[config.mk]
export PLATFORM = sky130hd
export DESIGN_NAME = vect_ex_capture_flat
export DESIGN_NICKNAME = d
export VERILOG_FILES = /design/src/rtl/vect_pkg.sv /design/src/rtl/vect_ex_capture_if.sv /design/src/rtl/vect_result_fifo.sv /design/src/rtl/vect_ex_capture.sv /design/src/flat_wrapper.sv
export SDC_FILE = /design/constraint.sdc
export NUM_CORES = 1
export LEC_CHECK = 0
export ABC_AREA = 1
export CORE_ASPECT_RATIO = 1.2
export CORE_MARGIN = 2
export CORE_UTILIZATION = 53
export CTS_CLUSTER_DIAMETER = 150
export DETAILED_ROUTE_END_ITERATION = 8
export PLACE_DENSITY = 0.8
export SLEW_MARGIN = 40
export SYNTH_ARGS = -nofsm -noshare
export SYNTH_HDL_FRONTEND = slang
export SYNTH_HIERARCHICAL = 1
export SYNTH_SLANG_ARGS = --single-unit
[constraint.sdc]
create_clock -name clk -period 3.2 [get_ports clk]
set_input_delay 0.64 -clock clk [delete_from_list [all_inputs] [get_ports clk]]
set_output_delay 0.64 -clock clk [all_outputs]
set_load 0.005 [all_outputs]
[src/rtl/vect_pkg.sv]
// Shared types and constants for the vector execute-stage capture block.
//   N, M          : lane width and lane count of the ALU result bus
//   REG_AW        : vector register address width
//   SEL_SIN/COS   : ALU selects that go through the one-cycle trig ROM
//   vect_state_t  : capture FSM states
//   vect_wb_t     : one buffered writeback entry {data, rd, we}
package vect_pkg;
    localparam int N          = 24;
    localparam int M          = 6;
    localparam int REG_AW     = 4;
    localparam int FIFO_DEPTH = 2;
    localparam int CNT_W      = $clog2(FIFO_DEPTH + 1);

    localparam logic [3:0] SEL_SIN = 4'd6;
    localparam logic [3:0] SEL_COS = 4'd7;

    typedef enum logic {IDLE, TRIG_WAIT} vect_state_t;

    typedef struct packed {
        logic [M*N-1:0]    data;
        logic [REG_AW-1:0] rd;
        logic              we;
    } vect_wb_t;

    function automatic logic is_trig(input logic [3:0] sel);
        return (sel == SEL_SIN) || (sel == SEL_COS);
    endfunction
endpackage

[src/rtl/vect_ex_capture_if.sv]
// Handshake bundle between issue/ALU, the capture block and vector writeback.
//   in_*       : op presented by issue plus its ALU result and wb metadata
//   out_*      : head of the result buffer towards writeback
//   busy       : capture block holds a pending trig op or buffered results
// Modports: slave = capture block side, master = issue/writeback side.
interface vect_ex_capture_if;
    import vect_pkg::*;

    logic              in_valid;
    logic              in_ready;
    logic [3:0]        in_select;
    logic [REG_AW-1:0] in_rd;
    logic              in_we;
    logic [M*N-1:0]    alu_result;
    logic              out_valid;
    logic              out_ready;
    logic [M*N-1:0]    out_data;
    logic [REG_AW-1:0] out_rd;
    logic              out_we;
    logic              busy;

    modport slave (
        input  in_valid, in_select, in_rd, in_we, alu_result, out_ready,
        output in_ready, out_valid, out_data, out_rd, out_we, busy
    );

    modport master (
        output in_valid, in_select, in_rd, in_we, alu_result, out_ready,
        input  in_ready, out_valid, out_data, out_rd, out_we, busy
    );
endinterface

[src/rtl/vect_result_fifo.sv]
// Small register FIFO of writeback entries. Entry 0 is always the head, so
// the head output comes straight from a register. Pop shifts entries down;
// push writes the first free slot after any shift in the same cycle.
//   clk, rst : clock, synchronous active-low reset (clears entries to 0)
//   push/din : enqueue (caller guarantees not full)
//   pop      : dequeue head (caller guarantees not empty)
//   head     : oldest entry, count : number of valid entries
module vect_result_fifo
    import vect_pkg::*;
#(
    parameter int DEPTH = FIFO_DEPTH,
    localparam int CW   = $clog2(DEPTH + 1)
) (
    input  logic          clk,
    input  logic          rst,
    input  logic          push,
    input  logic          pop,
    input  vect_wb_t      din,
    output vect_wb_t      head,
    output logic [CW-1:0] count
);
    vect_wb_t      ent [DEPTH];
    vect_wb_t      nxt [DEPTH];
    logic [CW-1:0] wr_idx;
    logic [CW-1:0] cnt_nxt;

    always_comb begin
        // After a simultaneous pop, the free slot moves down by one.
        wr_idx = count - CW'(pop);
        for (int i = 0; i < DEPTH; i++) nxt[i] = ent[i];
        if (pop) begin
            for (int i = 0; i < DEPTH - 1; i++) nxt[i] = ent[i+1];
            nxt[DEPTH-1] = '0;
        end
        if (push) begin
            for (int i = 0; i < DEPTH; i++)
                if (CW'(i) == wr_idx) nxt[i] = din;
        end
        cnt_nxt = count + CW'(push) - CW'(pop);
    end

    always_ff @(posedge clk) begin
        if (!rst) begin
            for (int i = 0; i < DEPTH; i++) ent[i] <= '0;
            count <= '0;
        end else begin
            for (int i = 0; i < DEPTH; i++) ent[i] <= nxt[i];
            count <= cnt_nxt;
        end
    end

    assign head = ent[0];
endmodule

[src/rtl/vect_ex_capture.sv]
// Execute-stage capture: samples the ALU result with its writeback metadata,
// stalls sin/cos ops one cycle for the trig ROM, and queues results in a
// 2-entry buffer towards vector writeback.
//   clk  : system clock, rising edge
//   rst  : synchronous active-low reset
//   bus  : vect_ex_capture_if.slave (issue handshake, ALU result, wb output)
module vect_ex_capture
    import vect_pkg::*;
(
    input  logic                clk,
    input  logic                rst,
    vect_ex_capture_if.slave    bus
);
    vect_state_t      state;
    logic [CNT_W-1:0] count;
    vect_wb_t         head;
    vect_wb_t         din;
    logic             trig;
    logic             room;
    logic             push;
    logic             pop;

    assign trig = is_trig(bus.in_select);
    assign room = (count != CNT_W'(FIFO_DEPTH));

    // A trig op seen in IDLE is held off for one cycle so the ROM output is
    // on alu_result when it is finally accepted from TRIG_WAIT.
    always_comb begin
        bus.in_ready = 1'b0;
        if (rst) begin
            if (state == IDLE) bus.in_ready = !trig && room;
            else               bus.in_ready = room;
        end
    end

    assign push = bus.in_valid && bus.in_ready;
    assign pop  = bus.out_valid && bus.out_ready;
    assign din  = '{data: bus.alu_result, rd: bus.in_rd, we: bus.in_we};

    always_ff @(posedge clk) begin
        if (!rst) begin
            state <= IDLE;
        end else begin
            case (state)
                IDLE:      if (bus.in_valid && trig) state <= TRIG_WAIT;
                // Leave on acceptance, or if issue withdrew the op.
                TRIG_WAIT: if (!bus.in_valid || push) state <= IDLE;
                default:   state <= IDLE;
            endcase
        end
    end

    vect_result_fifo #(.DEPTH(FIFO_DEPTH)) u_fifo (
        .clk   (clk),
        .rst   (rst),
        .push  (push),
        .pop   (pop),
        .din   (din),
        .head  (head),
        .count (count)
    );

    assign bus.out_valid = (count != '0);
    assign bus.out_data  = head.data;
    assign bus.out_rd    = head.rd;
    assign bus.out_we    = head.we;
    assign bus.busy      = (state == TRIG_WAIT) || (count != '0);
endmodule

[src/flat_wrapper.sv]
// flat-port wrapper written by rule: the top's interface ports become plain ports
module vect_ex_capture_flat import vect_pkg::*;
  (clk, rst, bus_in_valid, bus_in_select, bus_in_rd, bus_in_we, bus_alu_result, bus_out_ready, bus_in_ready, bus_out_valid, bus_out_data, bus_out_rd, bus_out_we, bus_busy);
  vect_ex_capture_if bus_i ();
  input  logic clk;
  input  logic rst;
  input wire logic [$bits(bus_i.in_valid)-1:0] bus_in_valid;
  input wire logic [$bits(bus_i.in_select)-1:0] bus_in_select;
  input wire logic [$bits(bus_i.in_rd)-1:0] bus_in_rd;
  input wire logic [$bits(bus_i.in_we)-1:0] bus_in_we;
  input wire logic [$bits(bus_i.alu_result)-1:0] bus_alu_result;
  input wire logic [$bits(bus_i.out_ready)-1:0] bus_out_ready;
  output wire logic [$bits(bus_i.in_ready)-1:0] bus_in_ready;
  output wire logic [$bits(bus_i.out_valid)-1:0] bus_out_valid;
  output wire logic [$bits(bus_i.out_data)-1:0] bus_out_data;
  output wire logic [$bits(bus_i.out_rd)-1:0] bus_out_rd;
  output wire logic [$bits(bus_i.out_we)-1:0] bus_out_we;
  output wire logic [$bits(bus_i.busy)-1:0] bus_busy;
  assign bus_i.in_valid = bus_in_valid;
  assign bus_i.in_select = bus_in_select;
  assign bus_i.in_rd = bus_in_rd;
  assign bus_i.in_we = bus_in_we;
  assign bus_i.alu_result = bus_alu_result;
  assign bus_i.out_ready = bus_out_ready;
  assign bus_in_ready = bus_i.in_ready;
  assign bus_out_valid = bus_i.out_valid;
  assign bus_out_data = bus_i.out_data;
  assign bus_out_rd = bus_i.out_rd;
  assign bus_out_we = bus_i.out_we;
  assign bus_busy = bus_i.busy;
  vect_ex_capture u_core (.clk(clk), .rst(rst), .bus(bus_i));
endmodule
* Word level (Yosys, flattened, before mapping)
Memory sizes are Yosys's and may differ from the RTL's.
Index checks and enable logic that the tools add are counted.
** Cells by class
- Add/sub/neg operators :: 3
- $mul :: 0
- Divide/modulo/power cells :: 0
- Order comparisons :: 0
- Eq/ne operators :: 4
- Shifts and indexed selects :: 0
- Muxes and demuxes :: 13
- Bitwise gates (word level) :: 3
- Reduce and logical (&&, ||, !) cells :: 11
** Operators by type and width (number)
- $mux 149 :: 4
- $mux 298 :: 2
- $eq 4x3->1 const B :: 2
- $mux 1 :: 6
- $logic_and 1x1->1 :: 4
- $sub 2x1->2 :: 2
- $logic_or 1x1->1 :: 3
- $add 2x1->2 :: 1
- $eq 1x2->1 const A :: 1
- $logic_not 1->1 :: 2
- $logic_not 2->1 :: 1
- $ne 2x2->1 const B :: 1
- $or 1x1->1 :: 2
- $pmux 1 s2 :: 1
- $reduce_bool 2->1 :: 1
- $not 1->1 :: 1
** Storage, ports and cells
- Register bits :: 3
- Bits in latches :: 0
- RAM bits :: 298
- Memory bits (read-only) :: 0
- Output and inout port bits :: 152
- Logic and storage cells :: 37
- Memories :: 1
** Memories
- u_core.u_fifo.ent :: depth 2, bits a word 149, read ports 2, clocked after memory_dff 0, wr ports 2, RTL line vect_result_fifo.sv:22 : vect_wb_t ent [DEPTH];

* Longest topological paths before layout
Gate-level depths: netlist (run 1).
- Depth after elaboration :: 10
- Depth in mapped cells :: 14
- Gate-level depth less buffers :: 13

* Modules after synthesis
Netlist (run 1), hierarchy kept.
** By module, submodules not included
- vect_result_fifo :: times used 1, cells each 3037, area an instance 17539.3 um^2, seq. area each 6005.8 um^2
- vect_ex_capture :: times used 1, cells each 21, area an instance 117.6 um^2, seq. area each 20.0 um^2

* Least setup slack after synthesis (run 1)
OpenSTA, ideal clock, no wires.
- Kind :: input to register
- Start point :: in bus_in_select[1]
- End point :: reg u_core.u_fifo.count[1]
- Library setup time :: 113 ps
- Arrival :: 1834 ps
- Setup slack :: 1253 ps
- Stages :: 13
- Buffers on the path :: 0
- Path through :: nand2_1 -> inv_1 -> nand2_1 -> nand2_2 -> nor2_1 -> inv_1 -> ha_1 -> inv_1 -> ha_1 -> xor2_1 -> nand2_1 -> nand2_1 -> nor2_1
** On the way
- Word-level cells in the longest chain between the ends :: 9
- Elaborated cells between the ends (all ways) :: 10
- Classes of those cells :: add/sub: 2; eq/ne: 2; mux: 2; reduce/logical: 4
** Ends and longest elaborated chain
- from (decl) :: RTL line flat_wrapper.sv:8 : input wire logic [$bits(bus_i.in_select)-1:0] bus_in_select;
- $eq 4x3->1 :: RTL line vect_pkg.sv:26 : return (sel == SEL_SIN) || (sel == SEL_COS);
- $logic_or 1x1->1 (*) :: RTL line vect_pkg.sv:26
- $logic_not 1->1 (*) :: RTL line vect_ex_capture.sv:31 : if (state == IDLE) bus.in_ready = !trig && room;
- $logic_and 1x1->1 (*) :: RTL line vect_ex_capture.sv:31
- $mux 1 (*) :: RTL line vect_ex_capture.sv:31
- $mux 1 (*) :: RTL line vect_ex_capture.sv:30 : if (rst) begin
- $logic_and 1x1->1 (*) :: RTL line vect_ex_capture.sv:36 : assign push = bus.in_valid && bus.in_ready;
- named net u_core.push :: RTL line vect_ex_capture.sv:20 : logic push;
- $add 2x1->2 (*) :: RTL line vect_result_fifo.sv:39 : cnt_nxt = count + CW'(push) - CW'(pop);
- $sub 2x1->2 (*) :: RTL line vect_result_fifo.sv:39
- to (signal assigned) :: RTL line vect_result_fifo.sv:48 : count <= cnt_nxt;
- to (decl) :: RTL line vect_result_fifo.sv:20 : output logic [CW-1:0] count
Mark *: on every way through the listed nets, which the timed path passes. The rest lies on a longest branch.
A chain may end at the register's enable or synchronous reset.

* Final worst setup path (run 1)
- Start point :: in bus_in_select[3]
- End point :: out bus_in_ready
** On the way
- Word-level cells in the longest chain between the ends :: 6
- Elaborated cells between the ends (all ways) :: 7
- Classes of those cells :: eq/ne: 2; mux: 2; reduce/logical: 3
** Ends and longest elaborated chain
- $eq 4x3->1 :: RTL line vect_pkg.sv:26
- $logic_or 1x1->1 (*) :: RTL line vect_pkg.sv:26
- $logic_not 1->1 (*) :: RTL line vect_ex_capture.sv:31
- $logic_and 1x1->1 (*) :: RTL line vect_ex_capture.sv:31
- $mux 1 (*) :: RTL line vect_ex_capture.sv:31
- $mux 1 (*) :: RTL line vect_ex_capture.sv:30
- to (decl) :: RTL line flat_wrapper.sv:13 : output wire logic [$bits(bus_i.in_ready)-1:0] bus_in_ready;
Every way passes the cells marked *; elsewhere a longest branch is shown, timed or not.

==> results of run 1 <==
==> critical path, cell delays in order <==
cell and delay, ns:
clkdlybuf4s50_1 0.48, nor2_2 0.05, nand2_1 0.10, nand2_2 0.08
inv_1 0.07, clkdlybuf4s50_1 0.49
==> kinds of logic (layout without fill, tap and decap cells) <==
kind of cell | count (synthesis) | in the layout | share of synthesized area (%)
AOI/OAI and AO/OA | 152 | 152 | 4.34
xor gates and xnor gates | 1 | 1 | 0.0496
adders and majority gates | 3 | 3 | 0.213
buffers and inverters | 939 | 1015 | 24.6
DFF | 301 | 301 | 34.1
and+or+nand+nor | 1662 | 1662 | 36.7
==> state kept, by name (all words and copies together) (netlist names) <==
name / cells
u_core/u_fifo/count: 2
u_core/state: 1
u_core/u_fifo/ent: 298
==> layout make-up <==
| class | instances | area share [%] |
|---|---|---|
| Sequential cell | 301 | 28.8 |
| Timing Repair Buffer | 346 | 17.2 |
| Multi-Input combinational cell | 1818 | 35.0 |
| Clock buffer | 49 | 4.88 |
| Clock inverter | 10 | 0.401 |
| Inverter | 610 | 11.0 |
| Tap cell | 450 | 2.69 |
==> through the flow <==
stage	std cells	util [%]	hold WS (ns)	power (W)	area (um2)
floorplan	3058	-	0.498	0.0104	17700
global placement	3523	59.9	0.520	0.0117	19700
detailed placement	3523	59.9	0.535	0.0119	19700
CTS	3582	63.2	0.454	0.0159	20900
global route	3584	63.4	0.479	0.0171	20900
finish	3584	63.4	0.478	0.0159	20900
==> layout by cell type (no fill, tap or decap) <==
cell	n
nor2_1	897
inv_1	609
nand2_1	598
clkdlybuf4s50_1	306
dfxtp_1	301
a21oi_1	150
nand3_1	149
clkbuf_16	37
buf_4	21
buf_12	15
nand2_2	12
clkbuf_1	7
clkinv_2	6
clkbuf_8	5
ha_1	3
clkinvlp_4	2
nor2_2	2
buf_16	2
bufinv_16	1
clkinv_4	1
buf_8	1
a21oi_2	1
o21a_4	1
or2_1	1
xor2_1	1
inv_2	1
nand2_8	1
nor2_4	1
nand3_4	1
buf_6	1
==> Yosys cell counts <==
cell type    n  area share, %
ha_1         3           0.21
a21oi_2      1          0.050
nor2_2       2          0.071
nand2_1    598             13
nor2_1     897             19
nand2_2     13           0.46
inv_1      609             13
dfxtp_1    301             34
nand3_1    150            4.3
a21oi_1    150            4.3
or2_1        1          0.035
inv_2        1          0.021
xor2_1       1          0.050
nor2_4       1          0.064
buf_2       91            2.6
o21a_1       1          0.043
clkbuf_1    48            1.0
buf_4      168            7.1
buf_1       12           0.26
buf_6       10           0.64
==> where the power goes <==
part	switching [W]	total, W	internal, W
Clock	0.00156	0.00386	0.00230
Sequential	0.000499	0.00513	0.00463
Combinational	0.00406	0.00686	0.00281
==> per-layer routing <==
| metal | up-vias | share of wire, % | wire length, um | GRT usage (%) |
|---|---|---|---|---|
| li1 | 8708 | - | - | - |
| met1 | 7174 | 43 | 17100 | 27.4 |
| met2 | 388 | 48 | 19500 | 39.3 |
| met3 | 82 | 5.7 | 2300 | 4.05 |
| met4 | 0 | 3.1 | 1260 | 8.55 |
| met5 | - | 0 | 0 | 0 |
==> worst max-delay path by stage <==
stage,from,endpoint,slack (ns)
after floorplan,bus_in_select[1],u_core/u_fifo/count[1],1.25
after global placement,bus_in_select[3],u_core/u_fifo/ent[0][202],0.48
after detailed placement,bus_in_select[1],u_core/u_fifo/ent[0][294],0.41
after CTS,bus_in_select[1],bus_in_ready,0.67
after global routing,bus_in_select[3],bus_in_ready,0.64
final,bus_in_select[3],bus_in_ready,0.66
==> results.sh, run 1 <==
export IMPL_outcome="finished, final reports clean"
export IMPL_skew_ns=0.0105
export IMPL_avgViaCountPerCell=4.56
export IMPL_final_hold_violation_count=0
export IMPL_syn_nets=3218
export IMPL_grt_overflow_total=0
export IMPL_cts_setup_buffers=0
export IMPL_path_max_fanout=3
export IMPL_grt_start_max_net_pins=227
export IMPL_place_ws_ns=0.414
export IMPL_start_kind="input port"
export IMPL_wl_mm=40.2
export IMPL_fp_dieW_um=171
export IMPL_avgSynthCellArea_um2=5.77
export IMPL_cp_arrival_ns=1.90
export IMPL_insertion_delay_ns=0.51
export IMPL_r2r_start="u_core/u_fifo/count[0]"
export IMPL_drt_first_pass_iters=5
export IMPL_dp_hpwl_mm=25.1
export IMPL_nNetsFinal=3271
export IMPL_slew_violations=0
export IMPL_cts_root_buf="clkbuf_16"
export IMPL_ys_seq_elements=301
export IMPL_max_freq_mhz=393
export IMPL_worst_slew_pin_slew_ns=0.838
export IMPL_rows=73
export IMPL_drv_cap=0
export IMPL_cts_buffers=34
export IMPL_cellPowerDensity_nw_per_um2=758
export IMPL_num_antenna_cells=0
export IMPL_die_h_um=204
export IMPL_cts_sinks=301
export IMPL_timing_final_crit_period_ns=2.54
export IMPL_multi_input_area_um2=7320
export IMPL_grt_setup_unrepaired="no"
export IMPL_seqCellArea_um2=6030
export IMPL_ios=309
export IMPL_worstHoldStart="rst"
export IMPL_cts_tree="built"
export IMPL_setup_slack_ns=0.655
export IMPL_cts_resized=0
export IMPL_core_area_um2=33000
export IMPL_nFillCells=3003
export IMPL_grt_pass1_wl_mm=66.5
export IMPL_area_growth_pct=18.4
export IMPL_leakagePower_nw=11.3
export IMPL_drc=0
export IMPL_synthDistinctLibCells=20
export IMPL_io_buffers=307
export IMPL_hp_class="in2reg"
export IMPL_grt_usage_pct=22.5
export IMPL_via_count=16352
export IMPL_syn_area_um2=17700
export IMPL_clk_path_buf_depth=3
export IMPL_die_area_um2=34800
export IMPL_rr_worst_depth=11
export IMPL_rr_endpoint="u_core/u_fifo/ent[0][210]"
export IMPL_hold_buffers=0
export IMPL_holdPathEnd="u_core/u_fifo/ent[0][52]"
export IMPL_cts_clk_slew_worst_paths_ns=0.06
export IMPL_antenna_found_initial=0
export IMPL_h_tree_depth=2
export IMPL_slew_headroom_pct=44.2
export IMPL_ant_nets=0
export IMPL_first_iter_violations=1107
export IMPL_min_path_cells=3
export IMPL_wl_per_cell_um=11.2
export IMPL_required_ns=2.56
export IMPL_grt_pass1_vias=14734
export IMPL_final_layout_size_suffix_gt1_share_pct=3.57
export IMPL_yosysWarnings=6
export IMPL_endpoint_kind="output port"
export IMPL_initial_utilization_pct=53.5
export IMPL_period_share_pct=79.5
export IMPL_crit_type="in2out"
export IMPL_syn_inst=3058
export IMPL_tns_ns=0
export IMPL_setup_violations=0
export IMPL_ir_drop_mv=0.520
export IMPL_ys_seq_area_share_pct=34.1
export IMPL_reg2reg_slack_ns=0.93
export IMPL_place_gp_congestion=0.822
Power figures use the tool's default switching activity.
==> inputs of run 2 (changes only) <==
Clock period 3.2 ns to 2.6 ns, I/O delays scaled along.
==> results.sh, run 2 (synthesis results as in run 1) <==
export IMPL_holdWs_ns=0.399
export IMPL_cts_buffers=31
export IMPL_antenna_found_initial=0
export IMPL_max_freq_mhz=426
export IMPL_reg2reg_slack_ns=0.57
export IMPL_skew_ns=0.0128
export IMPL_place_gp_congestion=0.806
export IMPL_drc=0
export IMPL_crit_chain="inv_1 -> a21oi_2 -> nand2_2 -> inv_1 -> clkdlybuf4s50_1"
export IMPL_cellPowerDensity_nw_per_um2=931
export IMPL_h_tree_depth=1
export IMPL_slew_violations=0
export IMPL_cts_tree="built"
export IMPL_ant_nets=0
export IMPL_required_ns=2.08
export IMPL_timing_final_crit_period_ns=2.35
export IMPL_outcome="finished, final reports clean"
export IMPL_cp_num_buf_inv=3
export IMPL_ios=309
export IMPL_initial_utilization_pct=53.5
export IMPL_drv_cap=0
export IMPL_grt_pass1_wl_mm=66.8
export IMPL_ir_drop_mv=0.630
export IMPL_path_max_fanout=4
export IMPL_via_count=16354
export IMPL_wl_per_cell_um=11.1
export IMPL_worst_slew_pin_slew_ns=0.760
export IMPL_area_growth_pct=19.2
export IMPL_core_area_um2=33000
export IMPL_final_hold_violation_count=0
export IMPL_grt_pass1_vias=14917
export IMPL_slew_headroom_pct=49.3
export IMPL_dp_hpwl_mm=25.5
export IMPL_leakagePower_nw=11.4
export IMPL_cp_arrival_ns=1.83
export IMPL_insertion_delay_ns=0.55
export IMPL_startpoint="u_core/u_fifo/count[0]"
export IMPL_cts_clk_slew_worst_paths_ns=0.06
export IMPL_hp_class="in2reg"
export IMPL_post_dp_cell_area_um2=20000
export IMPL_largest_reg_flops=298
export IMPL_slowest_delay_ns=0.49
export IMPL_cts_setup_buffers=0
export IMPL_rr_worst_depth=12
export IMPL_largestRegisters="u_core/u_fifo/ent x298, u_core/u_fifo/count x2, u_core/state x1"
export IMPL_final_layout_size_suffix_gt1_share_pct=3.82
export IMPL_mostFrequentLayoutCell="nor2_1"
export IMPL_tns_ns=0
export IMPL_die_h_um=204
export IMPL_r2r_start="u_core/u_fifo/count[0]"
export IMPL_cts_sinks=301
export IMPL_crit_type="reg2out"
export IMPL_endpoint_kind="output port"
export IMPL_num_antenna_cells=0
export IMPL_grt_usage_pct=22.5
export IMPL_avgViaCountPerCell=4.56
export IMPL_period_share_pct=90.2
export IMPL_setup_violations=0
export IMPL_regMostFlops="u_core/u_fifo/ent"
export IMPL_io_buffers=307
export IMPL_fp_dieW_um=171
export IMPL_nNetsFinal=3278
export IMPL_path_delay_family="buffers and inverters"
export IMPL_worstSetupEndpoint="bus_in_ready"
export IMPL_cpMostUsedCell="inv_1"
export IMPL_grt_start_max_net_pins=173
export IMPL_crit_slowest_cell="clkdlybuf4s50_1"
export IMPL_drt_first_pass_iters=6
export IMPL_fin_util_pct=63.8
export IMPL_nFillCells=2962
export IMPL_final_area_um2=21000
export IMPL_cp_depth=5
export IMPL_cts_root_buf="clkbuf_16"
export IMPL_hold_buffers=0
export IMPL_grt_setup_unrepaired="no"
export IMPL_grt_overflow_total=0
export IMPL_die_area_um2=34800
export IMPL_wl_mm=39.9
export IMPL_first_iter_violations=1169
export IMPL_rr_endpoint="u_core/u_fifo/count[1]"
export IMPL_final_cell_mix="nor2_1, inv_1, nand2_1, clkdlybuf4s50_1, dfxtp_1"
export IMPL_cts_resized=0
export IMPL_start_kind="flop"
export IMPL_clk_path_buf_depth=3
export IMPL_rows=73
## run 2: cell count changes in the layout (fill, tap and decap cells not counted), sizes merged
| cell | before | now |
|---|---|---|
| clkinv | 7 | 10 |
| buf | 40 | 50 |
| bufinv | 1 | 4 |
| clkbuf | 49 | 39 |
| clkinvlp | 2 | 1 |
## run 2: worst min path at each step
stage | from | end | slack (ns) | cells after the start
2_1_floorplan | u_core/state | u_core/state | 0.50 | 2
5_1_grt | rst | u_core/state | 0.41 | 6
6_report | rst | u_core/state | 0.40 | 6
4_1_cts | rst | u_core/state | 0.37 | 6
3_5_place_dp | u_core/state | u_core/state | 0.54 | 2
3_3_place_gp | u_core/state | u_core/state | 0.52 | 2
## run 2: final cells by class
type / count / area (um2) / share of cell area (%)
Multi-Input combinational cell: 1818 / 7320 / 34.8
Sequential cell: 301 / 6030 / 28.6
Tap cell: 450 / 563 / 2.68
Inverter: 610 / 2290 / 10.9
Clock buffer: 39 / 846 / 4.02
Timing Repair Buffer: 356 / 3820 / 18.2
Clock inverter: 15 / 178 / 0.844
## run 2: power by group
group / total (W) / switching (W) / internal, W
Clock: 0.00451 / 0.00184 / 0.00268
Sequential: 0.00630 / 0.000609 / 0.00569
Combinational: 0.00878 / 0.00506 / 0.00372
Total: 0.0196 / 0.00751 / 0.0121
## run 2: layer usage
layer  share of wire (%)  global-route usage [%]  vias up
li1                    -                       -     8711
met1                  43                    27.6     7175
met2                  48                    39.9      394
met3                 5.7                    3.54       74
met4                 2.8                    7.54        0
met5                   0                       0        -
## run 2: worst min-delay path, cell delays in order
cell and delay [ns]:
buf_8 0.10, inv_1 0.06, a21oi_2 0.04, nand2_2 0.07
nand2_2 0.05, nor2_2 0.07
## run 2: through the flow
| step | total power (W) | setup slack, ns | cells |
|---|---|---|---|
| floorplan | 0.0128 | 0.773 | 3058 |
| global placement | 0.0149 | 0.139 | 3535 |
| detailed placement | 0.0151 | 0.116 | 3535 |
| CTS | 0.0197 | 0.218 | 3589 |
| global route | 0.0211 | 0.135 | 3589 |
| finish | 0.0196 | 0.254 | 3589 |
